<file path="src/rtl/multirate_step_gen.sv">
// Multi-rate square-wave divider bank with a selectable tick and an up/down step counter.
// Each channel free-runs; the one-hot select routes one channel's terminal count to the step logic.

module step_gen_div #(
    parameter int              CNT_W = 26,
    parameter logic [CNT_W-1:0] HALF = '0
) (
    input  logic clk,
    input  logic rst_n,
    output logic o_clk,
    output logic o_term
);

    logic [CNT_W-1:0] r_cnt;
    logic             r_clk;
    logic             w_term;

    assign w_term = (r_cnt == HALF);

    always_ff @(posedge clk or negedge rst_n) begin
        if (!rst_n) begin
            r_cnt <= '0;
            r_clk <= 1'b0;
        end else if (w_term) begin
            r_cnt <= '0;
            r_clk <= ~r_clk;
        end else begin
            r_cnt <= r_cnt + 1'b1;
        end
    end

    assign o_clk  = r_clk;
    assign o_term = w_term;

endmodule

module multirate_step_gen #(
    parameter longint              SYS_CLK_HZ = 100_000_000,
    parameter int                  NCH        = 4,
    parameter logic [NCH*32-1:0]   RATE_HZ    = {32'd190, 32'd48, 32'd12, 32'd1},
    parameter int                  CNT_W      = 26,
    parameter int                  STEP_MAX   = 20,
    parameter int                  STEP_W     = 5
) (
    input  logic              clk,
    input  logic              rst_n,
    input  logic [NCH-1:0]    sel,
    input  logic              run,
    input  logic              up,
    input  logic              clr,
    output logic [NCH-1:0]    clk_out,
    output logic              tick,
    output logic [STEP_W-1:0] step,
    output logic              wrap,
    output logic              sel_err
);

    if (NCH < 1 || NCH > 8) begin : g_bad_nch
        $error("multirate_step_gen: NCH must be 1..8");
    end

    logic [NCH-1:0] w_term_vec;

    for (genvar gi = 0; gi < NCH; gi++) begin : g_ch
        localparam longint RATE   = longint'(RATE_HZ[gi*32 +: 32]);
        // Zero rate is folded into an out-of-range HALF rather than dividing by zero.
        localparam longint HALF_L = (RATE == 0) ? -64'sd1
                                  : SYS_CLK_HZ / (2 * RATE + longint'(RATE == 0)) - 1;
        if (HALF_L < 0 || HALF_L >= (longint'(1) << CNT_W)) begin : g_bad_half
            $error("multirate_step_gen: channel half-period does not fit CNT_W");
        end
        step_gen_div #(
            .CNT_W (CNT_W),
            .HALF  (HALF_L[CNT_W-1:0])
        ) u_div (
            .clk    (clk),
            .rst_n  (rst_n),
            .o_clk  (clk_out[gi]),
            .o_term (w_term_vec[gi])
        );
    end

    logic w_onehot;
    logic w_term;

    assign w_onehot = (sel != '0) && ((sel & (sel - NCH'(1))) == '0);
    assign w_term   = w_onehot && |(sel & w_term_vec);

    logic [STEP_W-1:0] r_step;
    logic              r_tick;
    logic              r_wrap;
    logic              r_sel_err;

    always_ff @(posedge clk or negedge rst_n) begin
        if (!rst_n) begin
            r_step    <= '0;
            r_tick    <= 1'b0;
            r_wrap    <= 1'b0;
            r_sel_err <= 1'b0;
        end else begin
            r_tick    <= w_term;
            r_sel_err <= ~w_onehot;
            r_wrap    <= 1'b0;
            // Clear wins over a coincident tick; wrap only pulses on a boundary crossing.
            if (clr) begin
                r_step <= '0;
            end else if (w_term && run) begin
                if (up) begin
                    if (r_step == STEP_W'(STEP_MAX)) begin
                        r_step <= '0;
                        r_wrap <= 1'b1;
                    end else begin
                        r_step <= r_step + 1'b1;
                    end
                end else begin
                    if (r_step == '0) begin
                        r_step <= STEP_W'(STEP_MAX);
                        r_wrap <= 1'b1;
                    end else begin
                        r_step <= r_step - 1'b1;
                    end
                end
            end
        end
    end

    assign tick    = r_tick;
    assign step    = r_step;
    assign wrap    = r_wrap;
    assign sel_err = r_sel_err;

endmodule
</file>
<file path="config.mk">
export PLATFORM = sky130hd
export DESIGN_NAME = multirate_step_gen
export DESIGN_NICKNAME = d
export VERILOG_FILES = /design/src/rtl/multirate_step_gen.sv
export SDC_FILE = /design/constraint.sdc
export NUM_CORES = 1
export LEC_CHECK = 0
export CAP_MARGIN = 20
export CORE_MARGIN = 2
export CORE_UTILIZATION = 45
export DETAILED_ROUTE_END_ITERATION = 8
export GPL_TIMING_DRIVEN = 0
export PLACE_DENSITY = 0.59
export SLEW_MARGIN = 20
export SYNTH_ARGS = -nofsm -noshare
export SYNTH_HDL_FRONTEND = slang
export SYNTH_SLANG_ARGS = --single-unit
export TNS_END_PERCENT = 5
</file>
<file path="constraint.sdc">
create_clock -name clk -period 2.74 [get_ports clk]
set_clock_uncertainty 0.2 [all_clocks]
set_input_delay 0.548 -clock clk [delete_from_list [all_inputs] [get_ports clk]]
set_output_delay 0.548 -clock clk [all_outputs]
set_load 0.03 [all_outputs]
</file>
==> results by group, run 1 <==
Pwr
  • Switching Power: 0.815 mW
  • Worst ir drop on vdd: 370 uV
  • Pwr Density: between 600 and 700 nW/um2
  • LEAKAGE: 3.08 nW
  • Comb power frac: 1.9%
  • Sequential share of power: around two fifths
  • Clock power frac: around 58%
  • Sw frac: between 10% and 20%
  • Internal Dissipation: 3.43 mW

Clock network
  • Maximum clock path buffer count: 2
  • Later-pin clock latency in the skew report: 0.41 ns
  • Num CTS Buffers: 17
  • Clock tree root driver cell: clkbuf_16
  • Number of clock sinks: about 120
  • TritonCTS clock tree: yes
  • Buffer count from post-CTS setup fixing: 0
  • Number of levels in the clock H-tree: 4
  • Reg clk slew, reported paths: 0.05 ns

Place
  • Weighted congestion reported at the end of routability-driven placement: 0.830
  • Instance area at placement: 6300 um2
  • Input/output buffers: 20
  • Placed wire-length estimate after detailed placement: slightly above 8 mm

Synth
  • Synth Area in Adders: 2.14%
  • Most used DFF post-synth: dfrtp_1
  • Mux contribution to synthesized area: 1.65%
  • Main combinational cell family by area after synthesis: simple AND/OR/NAND/NOR gates
  • Share of the yosys chip area belonging to registers: approximately 50%
  • Post-Synth Simple-Gate Area: 26.0%
  • Syn Std Cell Area: 5860 um2
  • Fraction of the mapped netlist area in compound gates: under 10%
  • Mapped Avg Cell Area: 10.0 um2
  • Post-synthesis cell count: 584
  • Number of register bits inferred by synthesis: 116
  • Post-synth EDFFs: 0
  • Fraction of registers with async set or reset after synthesis: 100%
  • Synthesized Nets: 603
  • Number of distinct library cell variants in the gate-level netlist after synthesis: 49
  • Area share of xor/xnor cells in the synthesized design: 13.6%
  • Synth warnings: 0

Timing
  • Slew at the pin closest to its max-slew limit: 0.900 ns
  • Final number of max-transition violations: 0
  • Post-layout minimum cycle time: 2.63 ns
  • Setup total negative slack: 0 ns
  • Max_slew headroom: 39.4%
  • Maximum operating frequency: 380 MHz
  • Setup violations, final: 0
  • Number of hold-slack violations in the final timing report: 0
  • Setup repair after global routing missed its margin: no
  • Period Utilization, post-route: 96.1%

Setup path
  • Source of the worst register-to-register timing path: g_ch[1].u_div.r_cnt[6]$_DFF_PN0_
  • Reg-to-reg critical path endpoint: step[2]$_DFFE_PN0P_
  • Termination of the worst setup path: step[2]$_DFFE_PN0P_
  • Flop-to-flop setup slack: 0.11 ns
  • Data arrival at the endpoint of the critical path: 2.73 ns
  • Worst path required time: 2.84 ns
  • Crit path from: g_ch[1].u_div.r_cnt[6]$_DFF_PN0_
  • R2R cell count: 5
  • Number of cells on the critical path: 5
  • Cells along the critical path: or4_1 -> or4_4 -> nor3_2 -> o311a_4 -> mux2_4
  • Peak fanout along the critical path: 5
  • Crit path max-delay cell type: or4_1
  • Gate family responsible for the most delay along the worst path: simple AND/OR/NAND/NOR gates
  • Crit path buffers/inverters: 0
  • Start-to-end type of the worst setup path: register to register
  • Delay of the slowest cell on the worst path: between 0.5 and 0.6 ns
  • Element type at the critical path end: register
  • Worst setup SP type: register

Finish
  • # diodes: 0
  • Total Nets Final: between 600 and 700
  • Most common library cell in the layout ignoring fill and taps: dfrtp_1
  • Synth-to-Final Area Change: 19.4%
  • Most frequent cells in the layout: dfrtp_1, nor2_1, xnor2_1
  • Final Cell Area: around 7000 um2
  • Layout cell share with drive strength beyond 1: 8.29%

Routing
  • Routed wirelength normalized by instance count: 14.7 um
  • Vias per std cell: between 5 and 6
  • Total number of vias: 4,283
  • # DRC: 0
  • Detailed-routing iteration count for the pre-antenna-repair pass: 4
  • Drt total wl: 11.9 mm
  • Violation count after the first detailed-route iteration: approximately 260
  • Number of nets with antenna violations after detailed routing: 0

Global route
  • Overflow left after global routing: 0
  • Maximum number of pins on one net before global-route repair: 67
  • Number of global-route vias before repair: 4,274
  • Overall routing resource usage: 18.3%
  • Number of antenna violations at the first check in global routing: 0
  • Wire length of the first global-routing pass: approximately 20 mm

Hold path
  • Hold crit path type: register to register
  • Startpoint of the worst hold path: g_ch[0].u_div.o_clk$_DFFE_PN0N_

Floorplanning
  • Top-level I/O count: 21
  • Initial cell density of the core: 46.2%
  • Die Footprint: 13,900 um2
  • Core box area: 12,700 um2
  • Die Height: 118 um
  • Total number of placement rows: 41
  • Width of the die: 118 um

Status
  • Status: complete, no violations

Job
  • Number of maximum-capacitance violations: 0
-- what timing repair did --
item / 4_1_cts / 5_1_grt
hold endpoints to repair: 65 / 0
hold buffers: 1 / 0
resized for setup: 0 / 2
setup endpoints to repair: 0 / 19
-- stage by stage --
step                      worst slack, ns  power, mW  hold WS (ns)  std cells  util (%)
after CTS                          0.0731       4.30         0.272        811      55.1
after global placement              -3.65       1.82         0.258        776      49.5
after detailed placement           0.0769       1.83         0.258        778      49.8
after global routing               0.0110       4.39         0.281        811      55.2
after floorplan                     0.299       1.77        0.0524        584         -
final                               0.108       4.24         0.269        811      55.2
-- logic make-up after synthesis --
family                     count (synthesis)
xor gates and xnor gates                  91
muxes                                      8
buffers and inverters                     31
AOI/OAI and AO/OA                         40
and+or+nand+nor                          288
adders and majority gates                 10
DFF                                      116
-- worst min-delay path by stage --
stage / end / slack [ns] / depth (start not counted)
floorplan: g_ch[0].u_div.o_clk$_DFFE_PN0N_ / 0.05 / 0
global placement: g_ch[2].u_div.o_clk$_DFFE_PN0N_ / 0.26 / 1
detailed placement: g_ch[1].u_div.o_clk$_DFFE_PN0N_ / 0.26 / 1
CTS: g_ch[0].u_div.o_clk$_DFFE_PN0N_ / 0.27 / 1
global route: g_ch[2].u_div.r_cnt[25]$_DFF_PN0_ / 0.28 / 1
finish: g_ch[0].u_div.o_clk$_DFFE_PN0N_ / 0.27 / 1
-- layout make-up --
class	instances	area, um2
fillers	1119	5680
flip-flops and latches	116	2900
multi-input cells	437	2840
plain buffers	18	83.8
inverters	13	48.8
repair buffers	23	244
well taps	172	215
clock inverters	8	143
clock buffers	24	522
-- routing by layer --
| metal | part of all wire, % | GRT usage [%] | vias up | wire length, um |
|---|---|---|---|---|
| met5 | 0 | 0 | - | 0 |
| met4 | 1.2 | 7.38 | 0 | 141 |
| met3 | 2.7 | 5.18 | 8 | 319 |
| met2 | 47 | 28.0 | 49 | 5580 |
| met1 | 49 | 24.3 | 2097 | 5860 |
| li1 | - | - | 2129 | - |
-- synthesized netlist by cell type, types with 2 or more instances --
cell type	number	area share, %
or4_1	2	0.26
nor4b_1	10	1.5
and3_1	24	2.6
xor2_1	33	4.9
o21ai_0	10	0.85
nor3_2	2	0.34
buf_4	4	0.51
and4_1	10	1.5
and2_1	6	0.64
nand2_1	41	2.6
o21a_1	2	0.26
nor2b_1	7	0.75
and3b_1	2	0.30
or3_1	5	0.53
dfrtp_1	116	50
nand3b_1	2	0.26
or2_2	2	0.21
inv_1	13	0.83
clkbuf_1	13	0.83
o21bai_1	2	0.26
nand4_1	15	1.6
nand2b_1	5	0.53
a22o_1	3	0.45
mux2_4	3	0.77
nand3_1	50	4.3
a21oi_1	9	0.77
ha_1	10	2.1
a211oi_1	3	0.38
mux2i_1	4	0.68
nor3_1	12	1.0
nor2_1	72	4.6
xnor2_1	58	8.7
a211o_1	2	0.30
nor4_1	17	1.8
-- power groups by stage --
stage                     clock [mW]  combinational, mW  sequential (mW)
after floorplan                    0             0.0161             1.75
after global placement             0             0.0758             1.75
after detailed placement           0             0.0821             1.75
after CTS                       2.50             0.0842             1.72
after global routing            2.59             0.0908             1.72
final                           2.45             0.0796             1.72
-- flip-flops by register name, indices dropped and copies added, names as in the netlist --
name,cells
g_ch.u_div.r_cnt,104
tick,1
step,5
sel_err,1
wrap,1
g_ch.u_div.o_clk,4
(Power assumes the default switching activity.)
==> run 2, diff against run 1 <==
--- a/config.mk
+++ b/config.mk
@@ -10,9 +10,11 @@
 export CORE_UTILIZATION = 45
 export DETAILED_ROUTE_END_ITERATION = 8
 export GPL_TIMING_DRIVEN = 0
+export HOLD_SLACK_MARGIN = 0.15
 export PLACE_DENSITY = 0.59
 export SLEW_MARGIN = 20
 export SYNTH_ARGS = -nofsm -noshare
 export SYNTH_HDL_FRONTEND = slang
+export SYNTH_HIERARCHICAL = 1
 export SYNTH_SLANG_ARGS = --single-unit
 export TNS_END_PERCENT = 5
==> run 2 against run 1 <==
Net effect:
- critical path depth is 3 higher
- clock-buffer cell count is 4 lower
- cell area is 3.7% higher
- routed wire length is 1.3% lower
- total power is 4.1% lower
- via count is 3.9% higher
- register-to-register slack hardly changed
- maximum frequency is 0.16% higher
- clock power is 7% lower
- largest power group unchanged
- highest routed layer unchanged
==> results by group, run 2 <==
Status
  • Status: complete, no violations (unchanged)

Clock network
  • Number of levels in the clock H-tree: 4 (unchanged)
  • Number of clock sinks: 116 (unchanged)
  • Num CTS Buffers: 17 (unchanged)
  • Maximum clock path buffer count: 2 (unchanged)
  • Clock tree root driver cell: clkbuf_16 (unchanged)
  • TritonCTS clock tree: yes (unchanged)
  • Reg clk slew, reported paths: 0.05 ns (about the same)
  • Later-pin clock latency in the skew report: 0.41 ns (about the same)

Finish
  • Fillcell total: 1,142 (was 1,119)
  • Most common library cell in the layout ignoring fill and taps: dfrtp_1 (unchanged)
  • Final Cell Area: 7250 um2 (was 6990 um2)
  • Post-route insts no fill: 826 (was 811)
  • # diodes: 0 (unchanged)
  • Synth-to-Final Area Change: 21.8% (was 19.4%)
  • Total Nets Final: 656 (was 645)
  • Most flops, register: g_ch.u_div/r_cnt (was g_ch.u_div.r_cnt)
  • Most frequent cells in the layout: dfrtp_1, nor2_1, nand2_1 (was dfrtp_1, nor2_1, xnor2_1)
  • Number of flip-flops under the largest register name: 104 (unchanged)
  • Layout cell share with drive strength beyond 1: 17.4% (was 8.29%)
  • Final cell utilization of the core: 55.4% (was 55.2%)

Synth
  • Share of the yosys chip area belonging to registers: 48.7% (was 49.6%)
  • Synth warnings: 6 (was 0)
  • Synthesized Nets: 598 (was 603)
  • Area leader, netlist: dfrtp_1 (unchanged)
  • Mapped Avg Cell Area: 10.3 um2 (was 10.0 um2)
  • Number of register bits inferred by synthesis: 116 (unchanged)
  • Most used DFF post-synth: dfrtp_1 (unchanged)
  • Syn Std Cell Area: 5960 um2 (was 5860 um2)
  • Most area-consuming cells after synthesis: dfrtp_1, xor2_1, xnor2_1, nor2_1, nand3_1 (was dfrtp_1, xnor2_1, xor2_1, nor2_1, nand3_1)
  • Post-synth EDFFs: 0 (unchanged)
  • Number of distinct library cell variants in the gate-level netlist after synthesis: 61 (was 49)
  • Post-synthesis cell count: 579 (was 584)
  • Share of Yosys cell area claimed by the top area cell type: 48.7% (was 49.6%)
  • Most frequent cells after synthesis: dfrtp_1, nor2_1, nand2_1, xor2_1, xnor2_1 (was dfrtp_1, nor2_1, xnor2_1, nand3_1, nand2_1)
  • Leading cell type by number of instances after synthesis: dfrtp_1 (unchanged)
  • Fraction of registers with async set or reset after synthesis: 100% (unchanged)

Routing
  • Drt total wl: 11.7 mm (was 11.9 mm)
  • Number of nets with antenna violations after detailed routing: 0 (unchanged)
  • Detailed-routing iteration count for the pre-antenna-repair pass: 6 (was 4)
  • Vias per std cell: 5.39 (was 5.28)
  • Total number of vias: 4,451 (was 4,283)
  • # DRC: 0 (unchanged)
  • Routed wirelength normalized by instance count: 14.2 um (was 14.7 um)
  • Violation count after the first detailed-route iteration: 273 (was 255)

Pwr
  • Sw frac: 20.5% (was 19.2%)
  • LEAKAGE: 3.12 nW (was 3.08 nW)
  • Comb power frac: 1.8% (was 1.9%)
  • Switching Power: 0.835 mW (was 0.815 mW)
  • Clock power frac: 56.1% (was 57.7%)
  • Internal Dissipation: 3.24 mW (was 3.43 mW)
  • Pwr Density: 561 nW/um2 (was 607 nW/um2)
  • Sequential share of power: 42.2% (was 40.5%)
  • Worst ir drop on vdd: 413 uV (was 370 uV)

Global route
  • Wire length of the first global-routing pass: 20.2 mm (was 20.3 mm)
  • Overflow left after global routing: 0 (unchanged)
  • Number of global-route vias before repair: 4,341 (was 4,274)
  • Overall routing resource usage: 17.8% (was 18.3%)
  • Number of antenna violations at the first check in global routing: 0 (unchanged)
  • Maximum number of pins on one net before global-route repair: 75 (was 67)

Setup path
  • Delay of the slowest cell on the worst path: 0.59 ns (was 0.56 ns)
  • Most used cell along the critical path: or4_4
  • Source of the worst register-to-register timing path: g_ch[1].u_div/r_cnt[8]$_DFF_PN0_ (was g_ch[1].u_div.r_cnt[6]$_DFF_PN0_)
  • Worst path required time: 2.89 ns (was 2.84 ns)
  • Crit path max-delay cell type: or4_4 (was or4_1)
  • Element type at the critical path end: register (unchanged)
  • R2R cell count: 8 (was 5)
  • Start-to-end type of the worst setup path: register to register (unchanged)
  • Reg-to-reg critical path endpoint: step[2]$_DFFE_PN0P_ (unchanged)
  • Peak fanout along the critical path: 6 (was 5)
  • Worst setup SP type: register (unchanged)
  • Flop-to-flop setup slack: 0.11 ns (about the same)
  • Cells along the critical path: or4_4 -> nor2_4 -> and4_4 -> a22o_1 -> a221oi_2 -> or4_4 -> a211oi_2 -> a21o_1 (was or4_1 -> or4_4 -> nor3_2 -> o311a_4 -> mux2_4)
  • Data arrival at the endpoint of the critical path: 2.78 ns (was 2.73 ns)

Hold path
  • Worst Hold Endpoint: g_ch[2].u_div/r_cnt[25]$_DFF_PN0_ (was g_ch[0].u_div.o_clk$_DFFE_PN0N_)
  • Hold crit path type: register to register (unchanged)
  • Number of cells on the worst hold path: 1 (unchanged)
  • Startpoint of the worst hold path: g_ch[2].u_div/r_cnt[25]$_DFF_PN0_ (was g_ch[0].u_div.o_clk$_DFFE_PN0N_)

Timing
  • Final worst-path setup slack: 0.112 ns (was 0.108 ns)
  • Setup violations, final: 0 (unchanged)
  • Slew at the pin closest to its max-slew limit: 0.630 ns (was 0.900 ns)
  • Maximum operating frequency: 381 MHz (was 380 MHz)
  • Number of hold-slack violations in the final timing report: 0 (unchanged)
  • Max_slew headroom: 57.6% (was 39.4%)
  • Period Utilization, post-route: 95.9% (was 96.1%)
  • Worst Hold Slack: 0.267 ns (was 0.269 ns)
  • Post-layout minimum cycle time: 2.63 ns (about the same)
  • Final number of max-transition violations: 0 (unchanged)
  • Setup repair after global routing missed its margin: no (unchanged)

Job
  • Number of maximum-capacitance violations: 0 (unchanged)

Place
  • Input/output buffers: 20 (unchanged)
  • Placed wire-length estimate after detailed placement: 7.80 mm (was 8.18 mm)
  • Instance area at placement: 6410 um2 (was 6300 um2)
  • Total instance count after detailed placement: 776 (was 778)
  • Minimum setup slack after placement: -0.218 ns (was 0.0769 ns)
  • Weighted congestion reported at the end of routability-driven placement: 0.867 (was 0.830)

Floorplanning
  • Total number of placement rows: 42 (was 41)
  • Die Footprint: 14,200 um2 (was 13,900 um2)
  • Top-level I/O count: 21 (unchanged)
  • Initial cell density of the core: 45.5% (was 46.2%)
  • Width of the die: 119 um (was 118 um)
  • Core box area: 13,100 um2 (was 12,700 um2)
  • Die Height: 119 um (was 118 um)
-- run 2: power by group through the flow --
| stage | clock (mW) | combinational (mW) | sequential, mW |
|---|---|---|---|
| global placement | 0 | 0.0658 | 1.75 |
| CTS | 2.34 | 0.0743 | 1.72 |
| global route | 2.41 | 0.0820 | 1.72 |
| finish | 2.28 | 0.0714 | 1.72 |
| floorplan | 0 | 0.00897 | 1.75 |
| detailed placement | 0 | 0.0723 | 1.75 |
-- run 2: layout make-up --
class,count,area [um2],share of cell area [%]
plain buffers,16,103,1.41
flip-flops and latches,116,2910,40.1
inverters,22,82.6,1.14
clock inverters,12,154,2.12
clock buffers,20,467,6.43
repair buffers,40,374,5.16
well taps,176,220,3.04
multi-input cells,424,2950,40.6
-- run 2: worst max-delay path by stage --
stage,from,endpoint,slack (ns)
6_report,g_ch[1].u_div/r_cnt[8]$_DFF_PN0_,step[2]$_DFFE_PN0P_,0.11
5_1_grt,g_ch[1].u_div/r_cnt[8]$_DFF_PN0_,step[2]$_DFFE_PN0P_,0.01
4_1_cts,g_ch[1].u_div/r_cnt[4]$_DFF_PN0_,step[2]$_DFFE_PN0P_,0.0001
3_5_place_dp,g_ch[3].u_div/r_cnt[14]$_DFF_PN0_,step[2]$_DFFE_PN0P_,-0.22
3_3_place_gp,rst_n,g_ch[1].u_div/r_cnt[11]$_DFF_PN0_,-3.64
2_1_floorplan,g_ch[0].u_div/r_cnt[13]$_DFF_PN0_,step[2]$_DFFE_PN0P_,0.15
-- run 2: cell families (layout without fill, tap and decap cells) --
| logic type | count (synthesis) | count (layout) | synth area share, % |
|---|---|---|---|
| and+or+nand+nor | 275 | 275 | 27.8 |
| DFF | 116 | 116 | 48.7 |
| xor gates and xnor gates | 82 | 82 | 12.2 |
| AOI/OAI and AO/OA | 57 | 57 | 6.05 |
| buffers and inverters | 39 | 110 | 3.17 |
| adders and majority gates | 10 | 10 | 2.10 |
-- run 2: worst max-delay path, delay by kind of cell, from the launching register on --
| kind | cells | cell delay, ns |
|---|---|---|
| flops | 1 | 0.44 |
| simple gates | 4 | 1.47 |
| compound gates | 4 | 0.46 |
-- run 2: per-stage QoR --
step	power (mW)	TNS, ns
after detailed placement	1.82	-0.758
after global routing	4.21	0
final	4.07	0
after floorplan	1.76	0
after CTS	4.13	0
after global placement	1.81	-422.10
-- run 2: routing by layer --
layer | part of all wire, % | global-route usage [%]
met1 | 47 | 22.9
met2 | 48 | 28.0
met3 | 3.2 | 5.27
met5 | 0 | 0
met4 | 1.6 | 7.51
-- run 2: timing repair --
item / in CTS / in global routing
setup buffers: 2 / 16
pin swaps: 2 / 11
hold buffers: 1 / 0
hold endpoints to repair: 42 / 0
gates resized for setup: 5 / 15
endpoints found under the setup margin: 6 / 3
==> run 3, diff against run 2 <==
--- a/config.mk
+++ b/config.mk
@@ -12,6 +12,7 @@
 export GPL_TIMING_DRIVEN = 0
 export HOLD_SLACK_MARGIN = 0.15
 export PLACE_DENSITY = 0.59
+export SETUP_SLACK_MARGIN = 0.1
 export SLEW_MARGIN = 20
 export SYNTH_ARGS = -nofsm -noshare
 export SYNTH_HDL_FRONTEND = slang
==> run 3 against run 2 <==
Net effect:
- sequential power barely moved
- sequential share of layout area fell by 0.097 points
- die area did not move
- maximum frequency rose by 4.6%
- routed wire length rose by 0.42%
- flip-flop and latch count did not move
- critical path depth rose by 1
==> results by group, run 3 (synthesis results as in run 2) <==
Floorplanning
  • Die Height: 119 um (unchanged)
  • Die Footprint: 14,200 um2 (unchanged)
  • Top-level I/O count: 21 (unchanged)
  • Total number of placement rows: 42 (unchanged)
  • Core box area: 13,100 um2 (unchanged)
  • Width of the die: 119 um (unchanged)
  • Initial cell density of the core: 45.5% (unchanged)

Timing
  • Maximum operating frequency: 398 MHz (was 381 MHz)
  • Worst Hold Slack: 0.267 ns (about the same)
  • Post-layout minimum cycle time: 2.51 ns (was 2.63 ns)
  • Number of hold-slack violations in the final timing report: 0 (unchanged)
  • Final number of max-transition violations: 0 (unchanged)
  • Period Utilization, post-route: 91.7% (was 95.9%)
  • Setup violations, final: 0 (unchanged)
  • Setup repair after global routing missed its margin: no (unchanged)
  • Slew at the pin closest to its max-slew limit: 0.622 ns (was 0.630 ns)
  • Max_slew headroom: 58.2% (was 57.6%)

Setup path
  • Crit path buffers/inverters: 1 (was 0)
  • Worst path required time: 2.89 ns (about the same)
  • Crit path max-delay cell type: or4_4 (unchanged)
  • Gate family responsible for the most delay along the worst path: simple AND/OR/NAND/NOR gates (unchanged)
  • Worst setup SP type: register (unchanged)
  • Delay of the slowest cell on the worst path: 0.49 ns (was 0.59 ns)
  • Data arrival at the endpoint of the critical path: 2.66 ns (was 2.78 ns)
  • Peak fanout along the critical path: 9 (was 6)
  • Cells along the critical path: buf_6 -> or4_4 -> nor2_4 -> and4_4 -> a22o_1 -> a221oi_2 -> or4_4 -> a211oi_2 -> a21o_1 (was or4_4 -> nor2_4 -> and4_4 -> a22o_1 -> a221oi_2 -> or4_4 -> a211oi_2 -> a21o_1)
  • Start-to-end type of the worst setup path: register to register (unchanged)
  • Most used cell along the critical path: or4_4 (unchanged)
  • Element type at the critical path end: register (unchanged)

Finish
  • Most flops, register: g_ch.u_div/r_cnt (unchanged)
  • Most common library cell in the layout ignoring fill and taps: dfrtp_1 (unchanged)
  • # diodes: 0 (unchanged)
  • Most frequent cells in the layout: dfrtp_1, nor2_1, nand2_1 (unchanged)
  • Number of flip-flops under the largest register name: 104 (unchanged)
  • Post-route insts no fill: 826 (unchanged)
  • Fillcell total: 1,145 (was 1,142)
  • Layout cell share with drive strength beyond 1: 16.9% (was 17.4%)
  • Total Nets Final: 656 (unchanged)
  • Synth-to-Final Area Change: 21.9% (was 21.8%)
  • Final Cell Area: 7260 um2 (was 7250 um2)

Global route
  • Number of global-route vias before repair: 4,381 (was 4,341)
  • Number of antenna violations at the first check in global routing: 0 (unchanged)
  • Wire length of the first global-routing pass: 20.4 mm (was 20.2 mm)
  • Overall routing resource usage: 18.0% (was 17.8%)
  • Maximum number of pins on one net before global-route repair: 75 (unchanged)
  • Overflow left after global routing: 0 (unchanged)

Pwr
  • Pwr Density: 560 nW/um2 (was 561 nW/um2)
  • LEAKAGE: 3.12 nW (about the same)
  • Pwr Total: 4.07 mW (about the same)
  • Worst ir drop on vdd: 415 uV (was 413 uV)

Clock network
  • Num CTS Buffers: 17 (unchanged)
  • Reg clk slew, reported paths: 0.05 ns (about the same)
  • Maximum clock path buffer count: 2 (unchanged)
  • TritonCTS clock tree: yes (unchanged)
  • Later-pin clock latency in the skew report: 0.41 ns (about the same)
  • Clock tree root driver cell: clkbuf_16 (unchanged)
  • Number of clock sinks: 116 (unchanged)
  • Number of levels in the clock H-tree: 4 (unchanged)

Place
  • Input/output buffers: 20 (unchanged)
  • Weighted congestion reported at the end of routability-driven placement: 0.867 (unchanged)
  • Instance area at placement: 6410 um2 (unchanged)
  • Placed wire-length estimate after detailed placement: 7.80 mm (unchanged)
  • Total instance count after detailed placement: 776 (unchanged)

Routing
  • # DRC: 0 (unchanged)
  • Drt total wl: 11.8 mm (was 11.7 mm)
  • Number of nets with antenna violations after detailed routing: 0 (unchanged)
  • Violation count after the first detailed-route iteration: 324 (was 273)
  • Routed wirelength normalized by instance count: 14.3 um (was 14.2 um)
  • Vias per std cell: 5.35 (was 5.39)
  • Detailed-routing iteration count for the pre-antenna-repair pass: 5 (was 6)
  • Total number of vias: 4,422 (was 4,451)

Hold path
  • Hold crit path type: register to register (unchanged)

Job
  • Number of maximum-capacitance violations: 0 (unchanged)

Status
  • Status: complete, no violations (unchanged)
[run 3: layout make-up]
cell class | instances | area, um2 | area share (%)
timing repair buffer | 39 | 367 | 5.05
buffer | 17 | 110 | 1.52
tap | 176 | 220 | 3.03
clock buffer | 20 | 467 | 6.42
clock inverter | 12 | 154 | 2.12
sequential | 116 | 2900 | 40.0
multi-input combinational | 424 | 2960 | 40.8
inverter | 22 | 82.6 | 1.14
[run 3: path summary, 6_finish.rpt]
check                                                  start                           endpoint  slack (ns)  cells after the start
setup / recovery            g_ch[1].u_div/r_cnt[7]$_DFF_PN0_                step[2]$_DFFE_PN0P_        0.23                      9
hold / removal             g_ch[2].u_div/r_cnt[25]$_DFF_PN0_  g_ch[2].u_div/r_cnt[25]$_DFF_PN0_        0.27                      1
setup reg to reg            g_ch[1].u_div/r_cnt[7]$_DFF_PN0_                step[2]$_DFFE_PN0P_        0.23                      9
hold reg to reg            g_ch[2].u_div/r_cnt[25]$_DFF_PN0_  g_ch[2].u_div/r_cnt[25]$_DFF_PN0_        0.27                      1
max in group asynchronous                              rst_n   g_ch[1].u_div/r_cnt[8]$_DFF_PN0_        1.19                      3
min in group asynchronous                              rst_n   g_ch[2].u_div/r_cnt[7]$_DFF_PN0_        0.43                      2
[run 3: repair_timing]
action	in CTS	in global routing
gates resized for setup	18	3
endpoints found under the setup margin	6	5
pin swaps	11	2
hold buffers	1	0
setup buffers	16	1
endpoints found under the hold margin	42	0
[run 3: power by group]
| part | leakage [nW] | switching (mW) | internal, mW |
|---|---|---|---|
| combinational | 1.28 | 0.0499 | 0.0216 |
| clock | 0.286 | 0.785 | 1.50 |
| sequential | 1.56 | 0.000240 | 1.72 |
[run 3: per-layer routing]
| metal | vias to the layer above | global-route usage (%) | routed length (um) |
|---|---|---|---|
| met2 | 66 | 28.5 | 5640 |
| li1 | 2171 | - | - |
| met1 | 2163 | 22.9 | 5500 |
| met4 | 0 | 7.74 | 234 |
| met5 | - | 0 | 0 |
| met3 | 22 | 5.41 | 411 |
[run 3: stage by stage]
| step | setup TNS, ns | util, % | setup slack (ns) |
|---|---|---|---|
| 2_1_floorplan | 0 | - | 0.153 |
| 3_3_place_gp | -422.10 | 48.7 | -3.64 |
| 3_5_place_dp | -0.758 | 49.0 | -0.218 |
| 4_1_cts | 0 | 55.4 | 0.106 |
| 5_1_grt | 0 | 55.5 | 0.103 |
| 6_report | 0 | 55.5 | 0.227 |
